==> src/rtl/i2s_tx.sv <==
// i2s_tx: 16-bit stereo I2S transmitter with a one-pair holding buffer and sticky underrun/overrun flags.
// Define I2S_TX_UNDERRUN_MUTE_EN to send silence on underrun; otherwise the last pair is repeated.
module i2s_tx #(
    parameter int SCLK_DIV = 16
) (
    input  logic        clk,
    input  logic        rst_n,
    input  logic [15:0] lft_smpl,
    input  logic [15:0] rght_smpl,
    input  logic        vld,
    input  logic        clr_err,
    output logic        rdy,
    output logic        frm_strt,
    output logic        I2S_sclk,
    output logic        I2S_ws,
    output logic        I2S_data,
    output logic        udr,
    output logic        ovr
);
    logic [7:0]  div_cnt;
    logic [5:0]  bit_cnt;
    logic [31:0] shft;
    logic [31:0] hold;
    logic [31:0] last;
    logic        full;
    logic        wrap;
    logic        fall;
    logic        load;
    logic [5:0]  nxt_p;
    logic        in_slot;
    logic [31:0] udr_pair;

    assign wrap     = div_cnt == 8'(SCLK_DIV - 1);
    assign fall     = wrap & I2S_sclk;
    assign load     = fall & (bit_cnt == 6'd63);
    assign nxt_p    = bit_cnt + 6'd1;
    // Both slots carry data at positions 1..16 of their 32-position half
    assign in_slot  = (nxt_p[4:0] != 5'd0) && (nxt_p[4:0] <= 5'd16);
    assign frm_strt = load;
    assign rdy      = ~full;
`ifdef I2S_TX_UNDERRUN_MUTE_EN
    assign udr_pair = '0;
`else
    assign udr_pair = last;
`endif

    always_ff @(posedge clk or negedge rst_n) begin
        if (!rst_n) begin
            div_cnt  <= '0;
            bit_cnt  <= 6'd63;
            I2S_sclk <= 1'b0;
            I2S_ws   <= 1'b1;
            I2S_data <= 1'b0;
            shft     <= '0;
            hold     <= '0;
            last     <= '0;
            full     <= 1'b0;
            udr      <= 1'b0;
            ovr      <= 1'b0;
        end else begin
            div_cnt <= wrap ? 8'd0 : div_cnt + 8'd1;
            if (wrap)
                I2S_sclk <= ~I2S_sclk;
            if (fall) begin
                bit_cnt  <= nxt_p;
                I2S_ws   <= nxt_p[5];
                I2S_data <= in_slot ? shft[31] : 1'b0;
                if (load)
                    shft <= full ? hold : udr_pair;
                else if (in_slot)
                    shft <= {shft[30:0], 1'b0};
            end
            if (load && full)
                last <= hold;
            if (vld && (!full || load))
                hold <= {lft_smpl, rght_smpl};
            full <= vld ? 1'b1 : (load ? 1'b0 : full);
            udr  <= (load && !full) | (udr & ~clr_err);
            ovr  <= (vld && full && !load) | (ovr & ~clr_err);
        end
    end
endmodule
==> config.mk <==
export PLATFORM = sky130hd
export DESIGN_NAME = i2s_tx
export DESIGN_NICKNAME = d
export VERILOG_FILES = /design/src/rtl/i2s_tx.sv
export SDC_FILE = /design/constraint.sdc
export NUM_CORES = 1
export LEC_CHECK = 0
export ABC_CLOCK_PERIOD_IN_PS = 1970
export CAP_MARGIN = 20
export CELL_PAD_IN_SITES_DETAIL_PLACEMENT = 1
export CELL_PAD_IN_SITES_GLOBAL_PLACEMENT = 2
export CORE_MARGIN = 1
export CORE_UTILIZATION = 37
export CTS_CLUSTER_SIZE = 16
export DETAILED_ROUTE_END_ITERATION = 8
export PLACE_DENSITY_LB_ADDON = 0.08
export SYNTH_ARGS = -nofsm -noshare
export SYNTH_HDL_FRONTEND = slang
export SYNTH_SLANG_ARGS = --single-unit
==> constraint.sdc <==
create_clock -name clk -period 1.97 [get_ports clk]
set_input_delay 0.394 -clock clk [delete_from_list [all_inputs] [get_ports clk]]
set_output_delay 0.394 -clock clk [all_outputs]
set_load 0.02 [all_outputs]
==> flow_metrics.tcl, run 1 <==
set metrics [dict create \
    met3_usage_pct 4.79 \
    yosysMostFrequentCell "dfrtp_1" \
    diodes 0 \
    cp_num_buf_inv 3 \
    synth_edf_count 0 \
    status "finished, violations left" \
    die_h_um 123 \
    core_area_mm2 0.0140 \
    synthTopCellsByArea "dfrtp_1, mux2_4, mux2i_1" \
    rows 43 \
    synthFlopType "dfrtp_1" \
    ir_drop_mv 0.655 \
    worstMarginPinSlew_ns 0.439 \
    max_cap_viol_count 0 \
    finalNetCount 529 \
    vias 3325 \
    worstPathRequired_ns 2.26 \
    worstPathArrival_ns 2.45 \
    cellInternalPower_mw 4.34 \
    crit_family "simple AND/OR/NAND/NOR gates" \
    synthDistinctLibCells 37 \
    yosys.area.top_type "dfrtp_1" \
    layout-drive-gt1-share_pct 41.5 \
    hold-worst-slack_ns 0.459 \
    dieArea_mm2 0.0150 \
    slew_headroom_pct 70.8 \
    skew_ns 0.00765 \
    grt_use_total_pct 16.3 \
    clk_path_buf_depth 2 \
    cts-root-buf "clkbuf_16" \
    ys_ff_latch 115 \
    wire_per_inst_um 17.0 \
    ant_nets 0 \
    setup_viol 101 \
    utilization_pct 52.5 \
    p_comb_share_pct 2.5 \
    p_leak_nw 3.79 \
    synth_nets 422 \
    overflow 0 \
    fmax_mhz 463 \
    crit_top_cell "buf_12" \
    violations "setup timing" \
    ys_seq_area_share_pct 53.7 \
    grt_pass1_vias 3550 \
    place.gp.congestion 0.689 \
    port_buffers 42 \
    critPathCaptureType "flip-flop" \
    drt_iter0_drc 142 \
    critPathKind "flip-flop to flip-flop" \
    gr-usage-met2_pct 24.6 \
    fin_crit_sh_pct 110 \
    avgSynthCellArea_um2 14.0 \
    postRouteWirelength_um 11600 \
    path_cells "or4_4, buf_12, nor2_4, nand2_4, a21oi_4, buf_12, clkbuf_16, mux2_4" \
    rsz0062_at_grt "yes" \
    syn_to_final_growth_pct 37.1 \
    clock-sinks 115 \
    grt_max_degree 49 \
    synth_top_area_share_pct 50.8 \
    first_pass_iters 4 \
    worstSetupStartpointType "flip-flop" \
    p_per_area_mw_per_mm2 739 \
    dp.final_hpwl_um 6550 \
    top_usage_layer "met2" \
    critical_path.slowest_cell "or4_4" \
    seqPwrFrac_pct 43.5 \
    swShare_pct 20.3 \
    netlist_instances 384 \
    cpPeakStageDelay_ns 0.59 \
    slew_viol_final 0 \
    ys_warn_count 0 \
    async_flop_share_pct 100 \
    synth_area_mm2 0.00537 \
    grt_use_met1_pct 21.8 \
    switching_power_mw 1.11 \
    hold_viol_final 0 \
    cts_tree "done" \
    grt_pass1_wl_um 18300 \
    htree_levels 4 \
    hp-class "input port to async pin" \
    clk_pin_slew_ns 0.05 \
    fin_crit_ns 2.16 \
    worst_slack_ns -0.192 \
    ys_top_cells_by_count "dfrtp_1, mux2_4, nor2_1, mux2i_1, a21oi_1" \
    antenna_found_initial 0 \
    io_pins 43 \
    die_x_um 123 \
    cp_max_fo 8 \
    drc 0 \
    start_util_pct 38.3 \
    avgViaCountPerCell 4.86 \
    clock_latency_ns 0.41 \
    p_clk_share_pct 54.0 \
    numCtsBuffers 17 \
]
sequential cells by signal (all words and copies together), names as in the netlist:
| name | flops |
|---|---|
| udr | 1 |
| last | 32 |
| I2S_data | 1 |
| I2S_sclk | 1 |
| shft | 32 |
| div_cnt | 8 |
| I2S_ws | 1 |
| hold | 32 |
| ovr | 1 |
| bit_cnt | 5 |
| full | 1 |
cells by family after synthesis:
family	synth area share (%)
buf+inv	3.89
flops	53.7
mux	30.0
simple gates	5.87
xor+xnor	1.96
compound gates	4.14
fa+ha+maj	0.466
per-stage QoR:
stage / area [um2] / setup WS, ns / power [mW] / TNS (ns) / cells
6_report: 7370 / -0.192 / 5.44 / -11.99 / 684
5_1_grt: 7370 / -0.249 / 5.64 / -18.22 / 684
4_1_cts: 7020 / -0.202 / 5.53 / -11.82 / 669
3_5_place_dp: 6300 / -0.255 / 2.55 / -16.99 / 625
3_3_place_gp: 6300 / -0.252 / 2.55 / -15.97 / 625
2_1_floorplan: 5390 / -0.0724 / 2.41 / -2.05 / 384
timing repair:
action                                 CTS  global route
gates cloned                             1             8
pin swaps                                1             4
setup buffers                           10             9
setup endpoints to repair               98           102
gates resized for setup                 22            23
hold buffers                             1             0
endpoints found under the hold margin   29             0
area by class of cell:
type / count / area [um2]
Clock buffer: 28 / 517
Clock inverter: 4 / 45.0
Fill cell: 1361 / 6670
Inverter: 5 / 23.8
Multi-Input combinational cell: 244 / 2380
Sequential cell: 115 / 2890
Tap cell: 180 / 225
Timing Repair Buffer: 108 / 1290
placed cells by master (no fill, tap or decap), types with 2 or more instances in the layout:
| master | count |
|---|---|
| nand3_1 | 4 |
| nor2_1 | 35 |
| xor2_1 | 5 |
| nand4_1 | 4 |
| dlygate4sd2_1 | 2 |
| inv_1 | 4 |
| clkbuf_1 | 6 |
| clkbuf_8 | 5 |
| mux2_2 | 25 |
| clkbuf_16 | 25 |
| dfstp_2 | 6 |
| mux2i_1 | 32 |
| buf_8 | 2 |
| nand2_1 | 11 |
| mux2_4 | 70 |
| xnor2_1 | 7 |
| o21ai_0 | 2 |
| clkdlybuf4s50_1 | 38 |
| clkinv_2 | 3 |
| dfrtp_1 | 108 |
| buf_6 | 9 |
| buf_12 | 14 |
| a21oi_1 | 31 |
| buf_4 | 33 |
per-layer routing:
metal | vias up | wire length (um) | share of wire, %
li1 | 1555 | - | -
met1 | 1717 | 5750 | 49
met2 | 41 | 5390 | 46
met3 | 12 | 339 | 2.9
met4 | 0 | 150 | 1.3
met5 | - | 0 | 0
worst reg2reg max path: cells and delay by family, from the launching register on:
| kind | cells | cell delay [ns] |
|---|---|---|
| flip-flops | 1 | 0.37 |
| AND/OR/NAND/NOR | 3 | 0.76 |
| buffers and inverters | 3 | 0.48 |
| multiplexers | 1 | 0.29 |
| AO/OA/AOI/OAI | 1 | 0.13 |
power by group through the flow:
stage / Clock, mW / Sequential, mW / Combinational [mW]
finish: 2.94 / 2.37 / 0.137
global route: 3.12 / 2.37 / 0.153
CTS: 3.02 / 2.37 / 0.144
detailed placement: 0 / 2.41 / 0.141
global placement: 0 / 2.41 / 0.140
floorplan: 0 / 2.41 / 0.00385
final timing paths:
kind                       depth (start not counted)        from  slack, ns  endpoint
max                                                8  div_cnt[6]      -0.19  shft[10]
min in group clk                                   2    I2S_data       0.49  I2S_data
min reg2reg                                        2    I2S_data       0.49  I2S_data
min                                                2       rst_n       0.46  hold[19]
max in group asynchronous                          3       rst_n       0.86    I2S_ws
max reg2reg                                        8  div_cnt[6]      -0.19  shft[10]
Note: power is estimated with default switching activity, not from simulation.
==> run 2: changes to the inputs <==
- ABC_CLOCK_PERIOD_IN_PS: 1970 -> default
- CTS_CLUSTER_SIZE: 16 -> 10
==> results of run 2 <==
Final layout, timing and power as in run 1 (identical DEF).
==> run 3: changes to the inputs <==
- ABC_AREA: default -> 1
- CORE_UTILIZATION: 37 -> 31
==> run 3 against run 2 <==
  * The run still ends with setup timing left
  * Combinational power grew 11%
  * Hold slack lost 0.050 ns
  * Sequential power is essentially flat
  * Via count grew 41%
  * Worst setup slack gained 0.14 ns
  * Fmax grew 6.9%
  * Wire length grew 33%
  * Total power shrank 1.7%
  * Final cell count grew 43%
  * Clock power shrank 4%
  * Design area shrank 3.8%
  * Clock-buffer cell count shrank 3
==> flow_metrics.tcl, run 3 <==
set metrics [dict create \
    p_comb_share_pct 2.8 \
    slew_headroom_pct 72.6 \
    p_clk_share_pct 52.9 \
    synthFlopType "dfrtp_1" \
    grt_use_met1_pct 23.6 \
    ir_drop_mv 0.606 \
    rr_worst_depth 9 \
    top_usage_layer "met2" \
    crit_top_cell "nand3_4" \
    ant_nets 0 \
    cellInternalPower_mw 4.22 \
    critical_path.slowest_cell "dfstp_2" \
    yosysMostFrequentCell "nand2_1" \
    grt_use_total_pct 17.7 \
    wire_per_inst_um 15.9 \
    clk_path_buf_depth 2 \
    pre_cts_ws_ns -0.159 \
    layout-drive-gt1-share_pct 12.1 \
    die_x_um 134 \
    vias 4687 \
    first_pass_iters 4 \
    synth_nets 720 \
    final_cell_mix "nand2_1, dfrtp_1, nand3_1" \
    ys_seq_area_share_pct 53.2 \
    fillers 2015 \
    port_buffers 42 \
    critPathKind "flip-flop to output pin" \
    seqPwrFrac_pct 44.3 \
    htree_levels 4 \
    syn_to_final_growth_pct 30.7 \
    grt_max_degree 53 \
    hp-class "input port to async pin" \
    core_area_mm2 0.0168 \
    reg2reg_to "last[27]" \
    grt_pass1_vias 4877 \
    clock-sinks 115 \
    io_pins 43 \
    drc 0 \
    worstMarginPinSlew_ns 0.410 \
    slew_viol_final 0 \
    rows 47 \
    drt_iter0_drc 213 \
    r2r_start "bit_cnt[1]" \
    cp_max_fo 3 \
    met3_usage_pct 4.16 \
    fin_crit_sh_pct 103 \
    violations "setup timing" \
    ys_ff_latch 115 \
    netlist_instances 682 \
    start_util_pct 32.2 \
    postRouteWirelength_um 15500 \
    swShare_pct 21.1 \
    final_cell_area_mm2 0.00709 \
    ys_top_cells_by_count "nand2_1, dfrtp_1, nand3_1, o21ai_0, inv_1" \
    p_leak_nw 3.47 \
    synth_edf_count 0 \
    path_cells "ha_4, nand3_4, nor2_4, nand3_4, inv_2, buf_6" \
    overflow 0 \
    cts_tree "done" \
    grt_pass1_wl_um 24600 \
    clk_pin_slew_ns 0.05 \
    place.gp.congestion 0.709 \
    die_h_um 134 \
    fin_crit_ns 2.02 \
    avgSynthCellArea_um2 7.95 \
    worst_slack_ns -0.0518 \
    layout_commonest_cell "nand2_1" \
    worstPathArrival_ns 1.63 \
    setup_viol 1 \
    rsz0062_at_grt "yes" \
    synth_top_area_share_pct 50.3 \
    finalNetCount 781 \
    cpPeakStageDelay_ns 0.56 \
    critPathCaptureType "output pin" \
    worstPathRequired_ns 1.58 \
    synth_area_mm2 0.00542 \
    async_flop_share_pct 100 \
    switching_power_mw 1.13 \
    numCtsBuffers 17 \
    avgViaCountPerCell 4.81 \
    skew_ns 0.00725 \
    gr-usage-met2_pct 28.0 \
    dp.final_hpwl_um 9090 \
    cts-root-buf "clkbuf_16" \
    yosys.area.top_type "dfrtp_1" \
    synthDistinctLibCells 25 \
    place_area_mm2 0.00623 \
    worstSetupStartpointType "flip-flop" \
    status "finished, violations left" \
    r2r_slack_ns 0.04 \
    diodes 0 \
    antenna_found_initial 0 \
    dieArea_mm2 0.0180 \
    p_per_area_mw_per_mm2 755 \
    startpoint "bit_cnt[1]" \
    max_cap_viol_count 0 \
    hold_viol_final 0 \
    fmax_mhz 495 \
    synthTopCellsByArea "dfrtp_1, nand2_1, nand3_1" \
    clock_latency_ns 0.42 \
    ys_warn_count 0 \
    reg_top3 "hold (32), last (32), shft (32)" \
]
==> run 3: changes by cell type in the layout (fill, tap and decap cells not counted), sizes merged, moves of 2 or more <==
cell / before / now
mux2i: 32 / 0
inv: 4 / 47
xnor2: 7 / 3
mux2: 95 / 0
nand4: 4 / 34
o21ai: 3 / 67
nand3: 4 / 70
nor2: 37 / 11
nand2: 13 / 274
clkbuf: 36 / 30
buf: 59 / 43
a21oi: 32 / 2
nand2b: 2 / 0
==> run 3: how the worst max path moves through the flow <==
| stage | endpoint | slack (ns) |
|---|---|---|
| after floorplan | frm_strt | 0.04 |
| after global placement | frm_strt | -0.13 |
| after detailed placement | frm_strt | -0.16 |
| after CTS | frm_strt | -0.08 |
| after global routing | frm_strt | -0.14 |
| final | frm_strt | -0.05 |
==> run 3: cell type report <==
type | instances | area (um2) | share of cell area, %
Clock buffer | 25 | 475 | 6.71
Clock inverter | 6 | 55.1 | 0.777
Inverter | 47 | 176 | 2.49
Multi-Input combinational cell | 473 | 2230 | 31.5
Sequential cell | 115 | 2890 | 40.7
Tap cell | 220 | 275 | 3.88
Timing Repair Buffer | 89 | 990 | 14.0
==> run 3: worst max-delay path: cells and delay by family, from the launching register on <==
family                   cells  cell delay, ns
adder cells (fa/ha/maj)      1            0.16
AND/OR/NAND/NOR              3            0.31
flip-flops                   1            0.56
buffers and inverters        2            0.19
==> run 3: kinds of logic after synthesis <==
logic type	after synthesis	synth area share (%)
and+or+nand+nor	391	31.1
xor gates and xnor gates	9	1.45
adders and majority gates	2	0.461
buffers and inverters	94	7.17
DFF	115	53.2
AOI/OAI and AO/OA	71	6.60
==> run 3: per-stage QoR <==
stage	hold slack [ns]	util [%]	total power, mW	setup TNS, ns	std cells
6_report	0.409	42.2	5.35	-0.0518	975
5_1_grt	0.427	42.2	5.54	-3.21	975
4_1_cts	0.401	40.4	5.43	-0.853	964
3_5_place_dp	0.306	37.1	2.56	-1.16	932
3_3_place_gp	0.303	37.1	2.56	-0.134	932
2_1_floorplan	0.0984	-	2.42	0	682
==> run 3: power groups by stage <==
stage	registers, mW	clock network, mW	logic, mW
after CTS	2.37	2.91	0.156
after global placement	2.41	0	0.153
after floorplan	2.41	0	0.0113
final	2.37	2.83	0.152
after global routing	2.37	3.00	0.168
after detailed placement	2.41	0	0.154
==> run 3: per-layer routing <==
metal	vias to the layer above	wire length (um)	share of wire (%)
met5	-	0	0
met4	0	200	1.3
met3	14	409	2.6
met2	62	7300	47
met1	2296	7570	49
li1	2315	-	-
==> run 3: what timing repair did <==
action                                  4_1_cts  5_1_grt
pin swaps                                     0        4
cloned                                        0        7
setup buffers                                 0        4
endpoints found under the setup margin       36       85
resized for setup                            12       27
hold buffers                                  1        0
hold endpoints to repair                     11        0
